[config.mk]
export PLATFORM = sky130hd
export DESIGN_NAME = act_pipe_unit_flat
export DESIGN_NICKNAME = d
export VERILOG_FILES = /design/src/rtl/act_pipe_if.sv /design/src/rtl/act_pipe_unit.sv /design/src/flat_wrapper.sv
export SDC_FILE = /design/constraint.sdc
export NUM_CORES = 1
export LEC_CHECK = 0
export CAP_MARGIN = 20
export CELL_PAD_IN_SITES_DETAIL_PLACEMENT = 2
export CELL_PAD_IN_SITES_GLOBAL_PLACEMENT = 2
export CORE_AREA = 2 2 264 292
export CTS_CLUSTER_SIZE = 40
export DETAILED_ROUTE_END_ITERATION = 8
export DIE_AREA = 0 0 266 294
export PLACE_DENSITY_LB_ADDON = 0.12
export SYNTH_ARGS = -nofsm -noshare
export SYNTH_HDL_FRONTEND = slang
export SYNTH_SLANG_ARGS = --single-unit
[constraint.sdc]
create_clock -name clk -period 3.37 [get_ports clk]
set_input_delay 0.674 -clock clk [delete_from_list [all_inputs] [get_ports clk]]
set_output_delay 0.674 -clock clk [all_outputs]
set_load 0.005 [all_outputs]
[src/rtl/act_pipe_if.sv]
// Beat-level handshake bundle for act_pipe_unit: input beat, per-beat config and output beat.
interface act_pipe_if #(
  parameter int BUS_NUM          = 16,
  parameter int FIXED_DATA_WIDTH = 8,
  parameter int SHIFT_WIDTH      = 3,
  parameter int MODE_WIDTH       = 2
);
  logic [BUS_NUM*FIXED_DATA_WIDTH-1:0] in_fixed_data;
  logic [BUS_NUM-1:0]                  in_fixed_data_vld;
  logic                                in_vld;
  logic                                in_rdy;
  logic [MODE_WIDTH-1:0]               act_mode;
  logic [SHIFT_WIDTH-1:0]              leak_shift;
  logic [FIXED_DATA_WIDTH-2:0]         clamp_val;
  logic [BUS_NUM*FIXED_DATA_WIDTH-1:0] out_fixed_data;
  logic [BUS_NUM-1:0]                  out_fixed_data_vld;
  logic                                out_vld;
  logic                                out_rdy;

  modport master (
    output in_fixed_data, in_fixed_data_vld, in_vld, act_mode, leak_shift, clamp_val, out_rdy,
    input  in_rdy, out_fixed_data, out_fixed_data_vld, out_vld
  );

  modport slave (
    input  in_fixed_data, in_fixed_data_vld, in_vld, act_mode, leak_shift, clamp_val, out_rdy,
    output in_rdy, out_fixed_data, out_fixed_data_vld, out_vld
  );
endinterface

[src/rtl/act_pipe_unit.sv]
// Two-stage activation pipeline (bypass / ReLU / leaky-ReLU / clamp) with valid/ready flow.
// Define ACT_STATS_EN to add the saturating negative/clamp lane counters and their ports.
module act_pipe_unit #(
  parameter int BUS_NUM          = 16,
  parameter int FIXED_DATA_WIDTH = 8,
  parameter int SHIFT_WIDTH      = 3,
  parameter int MODE_WIDTH       = 2,
  parameter int CNT_WIDTH        = 32
) (
  input  logic                 clk,
  input  logic                 rst_n,
`ifdef ACT_STATS_EN
  input  logic                 stat_clr,
  output logic [CNT_WIDTH-1:0] stat_neg_cnt,
  output logic [CNT_WIDTH-1:0] stat_sat_cnt,
`endif
  act_pipe_if.slave            bus
);
  localparam int FDW = FIXED_DATA_WIDTH;
  localparam int PW  = $clog2(BUS_NUM + 1);

  typedef enum logic [MODE_WIDTH-1:0] {
    MODE_BYPASS = MODE_WIDTH'(0),
    MODE_RELU   = MODE_WIDTH'(1),
    MODE_LEAKY  = MODE_WIDTH'(2),
    MODE_CLAMP  = MODE_WIDTH'(3)
  } mode_e;

  logic                     s1_vld_q;
  logic [BUS_NUM*FDW-1:0]   s1_data_q;
  logic [BUS_NUM-1:0]       s1_mask_q;
  mode_e                    s1_mode_q;
  logic [SHIFT_WIDTH-1:0]   s1_shift_q;
  logic [FDW-2:0]           s1_clamp_q;

  logic                     out_vld_q;
  logic [BUS_NUM*FDW-1:0]   out_data_q;
  logic [BUS_NUM-1:0]       out_mask_q;
  logic [BUS_NUM*FDW-1:0]   res_d;

  logic                     s2_adv;
  logic                     s1_adv;
  logic                     accept;

  assign s2_adv = !out_vld_q || bus.out_rdy;
  assign s1_adv = !s1_vld_q || s2_adv;
  assign accept = bus.in_vld && s1_adv;

  assign bus.in_rdy             = s1_adv;
  assign bus.out_vld            = out_vld_q;
  assign bus.out_fixed_data     = out_data_q;
  assign bus.out_fixed_data_vld = out_mask_q;

  always_ff @(posedge clk or negedge rst_n) begin
    if (!rst_n) begin
      s1_vld_q   <= 1'b0;
      s1_data_q  <= '0;
      s1_mask_q  <= '0;
      s1_mode_q  <= MODE_BYPASS;
      s1_shift_q <= '0;
      s1_clamp_q <= '0;
    end else begin
      if (s1_adv) s1_vld_q <= bus.in_vld;
      if (accept) begin
        s1_data_q  <= bus.in_fixed_data;
        s1_mask_q  <= bus.in_fixed_data_vld;
        s1_mode_q  <= mode_e'(bus.act_mode);
        s1_shift_q <= bus.leak_shift;
        s1_clamp_q <= bus.clamp_val;
      end
    end
  end

  logic signed [FDW-1:0] x;
  logic signed [FDW-1:0] y;
  logic signed [FDW-1:0] ceil_s;
`ifdef ACT_STATS_EN
  logic [PW-1:0] neg_pop_d;
  logic [PW-1:0] sat_pop_d;
`endif

  always_comb begin
    res_d  = '0;
    x      = '0;
    y      = '0;
    ceil_s = {1'b0, s1_clamp_q};
`ifdef ACT_STATS_EN
    neg_pop_d = '0;
    sat_pop_d = '0;
`endif
    for (int unsigned i = 0; i < BUS_NUM; i++) begin
      x = s1_data_q[i*FDW +: FDW];
      y = x;
      case (s1_mode_q)
        MODE_RELU:  if (x[FDW-1]) y = '0;
        MODE_LEAKY: if (x[FDW-1]) y = x >>> s1_shift_q;
        MODE_CLAMP: begin
          if (x[FDW-1])       y = '0;
          else if (x > ceil_s) y = ceil_s;
        end
        default: ;
      endcase
      if (s1_mask_q[i]) begin
        res_d[i*FDW +: FDW] = y;
`ifdef ACT_STATS_EN
        if (x[FDW-1]) neg_pop_d = neg_pop_d + PW'(1);
        if (s1_mode_q == MODE_CLAMP && !x[FDW-1] && x > ceil_s) sat_pop_d = sat_pop_d + PW'(1);
`endif
      end
    end
  end

`ifdef ACT_STATS_EN
  logic [PW-1:0] out_neg_q;
  logic [PW-1:0] out_sat_q;
`endif

  always_ff @(posedge clk or negedge rst_n) begin
    if (!rst_n) begin
      out_vld_q  <= 1'b0;
      out_data_q <= '0;
      out_mask_q <= '0;
`ifdef ACT_STATS_EN
      out_neg_q  <= '0;
      out_sat_q  <= '0;
`endif
    end else if (s2_adv) begin
      out_vld_q <= s1_vld_q;
      // Output data only reloads on a real beat so an idle output keeps its last value.
      if (s1_vld_q) begin
        out_data_q <= res_d;
        out_mask_q <= s1_mask_q;
`ifdef ACT_STATS_EN
        out_neg_q  <= neg_pop_d;
        out_sat_q  <= sat_pop_d;
`endif
      end
    end
  end

`ifdef ACT_STATS_EN
  function automatic logic [CNT_WIDTH-1:0] sat_add(input logic [CNT_WIDTH-1:0] a,
                                                   input logic [PW-1:0] b);
    logic [CNT_WIDTH:0] s;
    s = {1'b0, a} + (CNT_WIDTH+1)'(b);
    return s[CNT_WIDTH] ? '1 : s[CNT_WIDTH-1:0];
  endfunction

  logic [CNT_WIDTH-1:0] neg_cnt_q;
  logic [CNT_WIDTH-1:0] sat_cnt_q;

  always_ff @(posedge clk or negedge rst_n) begin
    if (!rst_n) begin
      neg_cnt_q <= '0;
      sat_cnt_q <= '0;
    end else if (stat_clr) begin
      neg_cnt_q <= '0;
      sat_cnt_q <= '0;
    end else if (out_vld_q && bus.out_rdy) begin
      neg_cnt_q <= sat_add(neg_cnt_q, out_neg_q);
      sat_cnt_q <= sat_add(sat_cnt_q, out_sat_q);
    end
  end

  assign stat_neg_cnt = neg_cnt_q;
  assign stat_sat_cnt = sat_cnt_q;
`endif
endmodule

[src/flat_wrapper.sv]
// flat-port wrapper written by rule: the top's interface ports become plain ports
module act_pipe_unit_flat 
#(
  parameter int BUS_NUM          = 16,
  parameter int FIXED_DATA_WIDTH = 8,
  parameter int SHIFT_WIDTH      = 3,
  parameter int MODE_WIDTH       = 2,
  parameter int CNT_WIDTH        = 32
)
  (clk, rst_n, bus_in_fixed_data, bus_in_fixed_data_vld, bus_in_vld, bus_act_mode, bus_leak_shift, bus_clamp_val, bus_out_rdy, bus_in_rdy, bus_out_fixed_data, bus_out_fixed_data_vld, bus_out_vld);
  act_pipe_if #(.BUS_NUM(BUS_NUM), .FIXED_DATA_WIDTH(FIXED_DATA_WIDTH), .SHIFT_WIDTH(SHIFT_WIDTH), .MODE_WIDTH(MODE_WIDTH)) bus_i ();
  input  logic clk;
  input  logic rst_n;
  input wire logic [$bits(bus_i.in_fixed_data)-1:0] bus_in_fixed_data;
  input wire logic [$bits(bus_i.in_fixed_data_vld)-1:0] bus_in_fixed_data_vld;
  input wire logic [$bits(bus_i.in_vld)-1:0] bus_in_vld;
  input wire logic [$bits(bus_i.act_mode)-1:0] bus_act_mode;
  input wire logic [$bits(bus_i.leak_shift)-1:0] bus_leak_shift;
  input wire logic [$bits(bus_i.clamp_val)-1:0] bus_clamp_val;
  input wire logic [$bits(bus_i.out_rdy)-1:0] bus_out_rdy;
  output wire logic [$bits(bus_i.in_rdy)-1:0] bus_in_rdy;
  output wire logic [$bits(bus_i.out_fixed_data)-1:0] bus_out_fixed_data;
  output wire logic [$bits(bus_i.out_fixed_data_vld)-1:0] bus_out_fixed_data_vld;
  output wire logic [$bits(bus_i.out_vld)-1:0] bus_out_vld;
  assign bus_i.in_fixed_data = bus_in_fixed_data;
  assign bus_i.in_fixed_data_vld = bus_in_fixed_data_vld;
  assign bus_i.in_vld = bus_in_vld;
  assign bus_i.act_mode = bus_act_mode;
  assign bus_i.leak_shift = bus_leak_shift;
  assign bus_i.clamp_val = bus_clamp_val;
  assign bus_i.out_rdy = bus_out_rdy;
  assign bus_in_rdy = bus_i.in_rdy;
  assign bus_out_fixed_data = bus_i.out_fixed_data;
  assign bus_out_fixed_data_vld = bus_i.out_fixed_data_vld;
  assign bus_out_vld = bus_i.out_vld;
  act_pipe_unit #(.BUS_NUM(BUS_NUM), .FIXED_DATA_WIDTH(FIXED_DATA_WIDTH), .SHIFT_WIDTH(SHIFT_WIDTH), .MODE_WIDTH(MODE_WIDTH), .CNT_WIDTH(CNT_WIDTH)) u_core (.clk(clk), .rst_n(rst_n), .bus(bus_i));
endmodule
==> results_dict.tcl <==
set metrics [dict create \
    outcome "finished, final reports clean" \
    core_um2 75300 \
    dp_hpwl_um 72000 \
    synth_compound_area_share_pct 21.0 \
    start_util_pct 29.8 \
    dp.cells 3667 \
    switchingPower_mw 6.81 \
    post_cts_buffers 0 \
    nFillCells 8188 \
    crit_type "reg -> reg" \
    async_flop_share_pct 100 \
    yosysTopAreaCell "dfrtp_1" \
    cp_data_arrival_time_ns 3.54 \
    syn_area_um2 22400 \
    die_width_um 266 \
    synth_area_leaders "dfrtp_1 34%, mux2_2 9.7%, ha_1 6.2%" \
    synthMuxAreaShare_pct 16.6 \
    drc 0 \
    antenna_found_initial 2 \
    critPathLaunch "u_core.s1_clamp_q[2]$_DFFE_PN0P_" \
    tns_ns 0 \
    grt_max_degree 100 \
    postCtsHoldBufs 0 \
    reg2reg_depth 8 \
    finalCritPeriodShare_pct 90.3 \
    nNetsFinal 3011 \
    cts_root_buffer "clkbuf_16" \
    crit_path_cell_trace "inv_2 -> ha_1 -> nand2_1 -> nor4b_2 -> a221oi_1 -> a311oi_2 -> nand4_1 -> o211ai_1" \
    p_total_mw 17.3 \
    powerDensity_nw_per_um2 610 \
    syn_to_final_growth_pct 26.2 \
    rows 106 \
    tightest_slew_ns 1.11 \
    io_pins 306 \
    irDropWorstVdd_uv 399 \
    cp.depth 8 \
    rr_startpoint "u_core.s1_clamp_q[2]$_DFFE_PN0P_" \
    yosys.area_share.simple_pct 16.7 \
    clkPwrFrac_pct 28.0 \
    synth_top_family_by_area "compound AO/OA/AOI/OAI gates" \
    cpPeakStageDelay_ns 0.82 \
    drv_slew 0 \
    htreeDepth 2 \
    vias 22020 \
    critPathLaunchType "register" \
    period_needed_ns 3.04 \
    synth-xor-area-share_pct 0 \
    timing.fmax_ghz 0.328 \
    yosysMostFrequentCell "dfrtp_1" \
    routed_via_density 5.88 \
    seqPwrFrac_pct 32.0 \
    synthCells 2506 \
    slew_headroom_pct 25.5 \
    setup_viol 0 \
    path_max_fanout 17 \
    cpMaxStageDelayCell "a311oi_2" \
    cts_buffer_depth 3 \
    ys_top_cells_by_count "302 x dfrtp_1, 272 x nand2_1, 204 x o21ai_0" \
    hold_violations 0 \
    synth-edff-count 0 \
    clock_latency_ns 0.59 \
    ant_nets 0 \
    yosysSeqAreaShare_pct 33.7 \
    drt-initial-drc-count 1124 \
    grt_pass1_vias 24585 \
    skew_ns 0.0323 \
    worst_setup_path_end_kind "register" \
    cts_buffers 41 \
    swShare_pct 39.4 \
    avgSynthCellArea_um2 8.95 \
    track_usage_pct 27.2 \
    die_area_um2 78200 \
    die_h_um 294 \
    clkTransAtPathRegs_ns 0.06 \
    synth_fa_ha_area_share_pct 6.78 \
    maxCapViolCount 0 \
    cp.required_ns 3.86 \
    firstDrtPassIters 5 \
    numPortBuffers 305 \
    cp.buffers_inverters 1 \
    wire_per_inst_um 28.5 \
    rsz0062_at_grt "no" \
    place_congestion 0.856 \
    ys.flop_type "dfrtp_1" \
    fin_cells 3743 \
    drive_above_1_share_pct 16.4 \
    yosysWarnings 0 \
    synth_top_area_share_pct 33.7 \
    crit_family "compound AO/OA/AOI/OAI gates" \
    synth_seq_cells 302 \
    wl_um 107000 \
    synth_cell_types 76 \
    p_int_mw 10.5 \
    reg2reg_to "u_core.bus.out_fixed_data[8]$_DFFE_PN0P_" \
    ctsResizeCount 0 \
    hold_path.class "in -> async" \
    synth_nets 2778 \
    crit_path_end "u_core.bus.out_fixed_data[8]$_DFFE_PN0P_" \
    clock-sinks 302 \
    grt_pass1_wl_um 162000 \
    cts_tree "done" \
    comb_power_share_pct 40.0 \
    leakage_nw 11.4 \
    r2r_slack_ns 0.33 \
    grt_overflow 0 \
]
==> sequential cells by signal, indices dropped and copies added (netlist names) <==
name / count
u_core.s1_vld_q: 1
u_core.bus.out_fixed_data_vld: 16
u_core.s1_data_q: 128
u_core.s1_shift_q: 3
u_core.bus.out_fixed_data: 128
u_core.s1_mask_q: 16
u_core.s1_mode_q: 2
u_core.s1_clamp_q: 7
u_core.bus.out_vld: 1
==> metrics by stage <==
stage	hold slack, ns	worst slack [ns]	area [um2]	util, %
6_report	0.0311	0.326	28300	37.6
3_3_place_gp	0.450	0.486	26900	35.7
4_1_cts	0.0214	0.294	28300	37.6
2_1_floorplan	0.378	0.406	22400	-
5_1_grt	0.0353	0.106	28300	37.6
3_5_place_dp	0.466	0.295	26900	35.7
==> logic make-up (layout without fill, tap and decap cells) <==
group,after synthesis,count (layout)
simple gates,748,748
compound gates,731,731
mux,309,309
flops,302,302
buf+inv,292,556
fa+ha+maj,124,124
other cells,0,1
==> per-layer routing <==
layer  GRT usage, %  share of wire (%)  vias up
met5              0                  0        -
met4           10.2                3.7        0
met3           3.85                4.2      186
met2           47.2                 49      519
met1           34.2                 43    11549
li1               -                  -     9766
==> cell type report <==
type	count	area [um2]	area share, %
clock inverters	13	244	0.861
flip-flops and latches	302	7580	26.8
well taps	972	1220	4.29
repair buffers	411	4050	14.3
inverters	71	267	0.941
multi-input cells	1912	13700	48.5
diodes	1	2.50	0.00884
clock buffers	61	1210	4.29
==> worst reg2reg max path: stages, from the launching register on <==
cell and delay [ns]:
dfrtp_2 0.40, inv_2 0.51, ha_1 0.25, nand2_1 0.07, nor4b_2 0.37, a221oi_1 0.19, a311oi_2 0.82, nand4_1 0.21
o211ai_1 0.16
==> cell usage in the layout, fill, tap and decap left out, drive strengths merged, types with 6 or more instances in the layout <==
| master | synthesis | routed |
|---|---|---|
| inv | 70 | 70 |
| a311oi | 39 | 39 |
| clkinv | 1 | 7 |
| nor2b | 27 | 27 |
| o2111ai | 11 | 11 |
| nor2 | 139 | 139 |
| buf | 66 | 107 |
| mux2i | 84 | 84 |
| a211o | 6 | 6 |
| maj3 | 12 | 12 |
| bufinv | 0 | 7 |
| nand3b | 7 | 7 |
| nor4b | 7 | 7 |
| o311ai | 13 | 13 |
| nand2b | 75 | 75 |
| ha | 112 | 112 |
| dfrtp | 302 | 302 |
| nand3 | 74 | 74 |
| o31ai | 24 | 24 |
| mux4 | 31 | 31 |
| o221ai | 25 | 25 |
| a2bb2oi | 11 | 11 |
| a221oi | 20 | 20 |
| a21oi | 203 | 203 |
| a21o | 17 | 17 |
| nor3 | 9 | 9 |
| or2 | 6 | 6 |
| clkdlybuf4s50 | 0 | 304 |
| nand4 | 96 | 96 |
| o22ai | 28 | 28 |
| o211ai | 33 | 33 |
| mux2 | 194 | 194 |
| clkbuf | 155 | 61 |
| nand2 | 272 | 272 |
| o21ai | 249 | 249 |
| nand4b | 12 | 12 |
==> worst min path at each step <==
| stage | startpoint | to | slack (ns) | cells past startpoint |
|---|---|---|---|---|
| global placement | u_core.bus.out_fixed_data[31]$_DFFE_PN0P_ | u_core.bus.out_fixed_data[31]$_DFFE_PN0P_ | 0.45 | 2 |
| floorplan | rst_n | u_core.bus.out_fixed_data[0]$_DFFE_PN0P_ | 0.38 | 0 |
| CTS | rst_n | u_core.s1_mask_q[6]$_DFFE_PN0P_ | 0.02 | 1 |
| finish | rst_n | u_core.bus.out_fixed_data_vld[6]$_DFFE_PN0P_ | 0.03 | 1 |
| global route | rst_n | u_core.bus.out_fixed_data_vld[6]$_DFFE_PN0P_ | 0.04 | 1 |
| detailed placement | u_core.bus.out_fixed_data_vld[1]$_DFFE_PN0P_ | u_core.bus.out_fixed_data_vld[1]$_DFFE_PN0P_ | 0.47 | 2 |
==> power by group through the flow <==
stage	sequential (mW)	clock (mW)	combinational [mW]
finish	5.53	4.83	6.92
global route	5.63	5.10	7.60
CTS	5.54	4.97	6.98
detailed placement	5.58	0	6.93
global placement	5.57	0	6.62
floorplan	4.94	0	4.03
No activity file was read; power rests on OpenSTA's default activity.
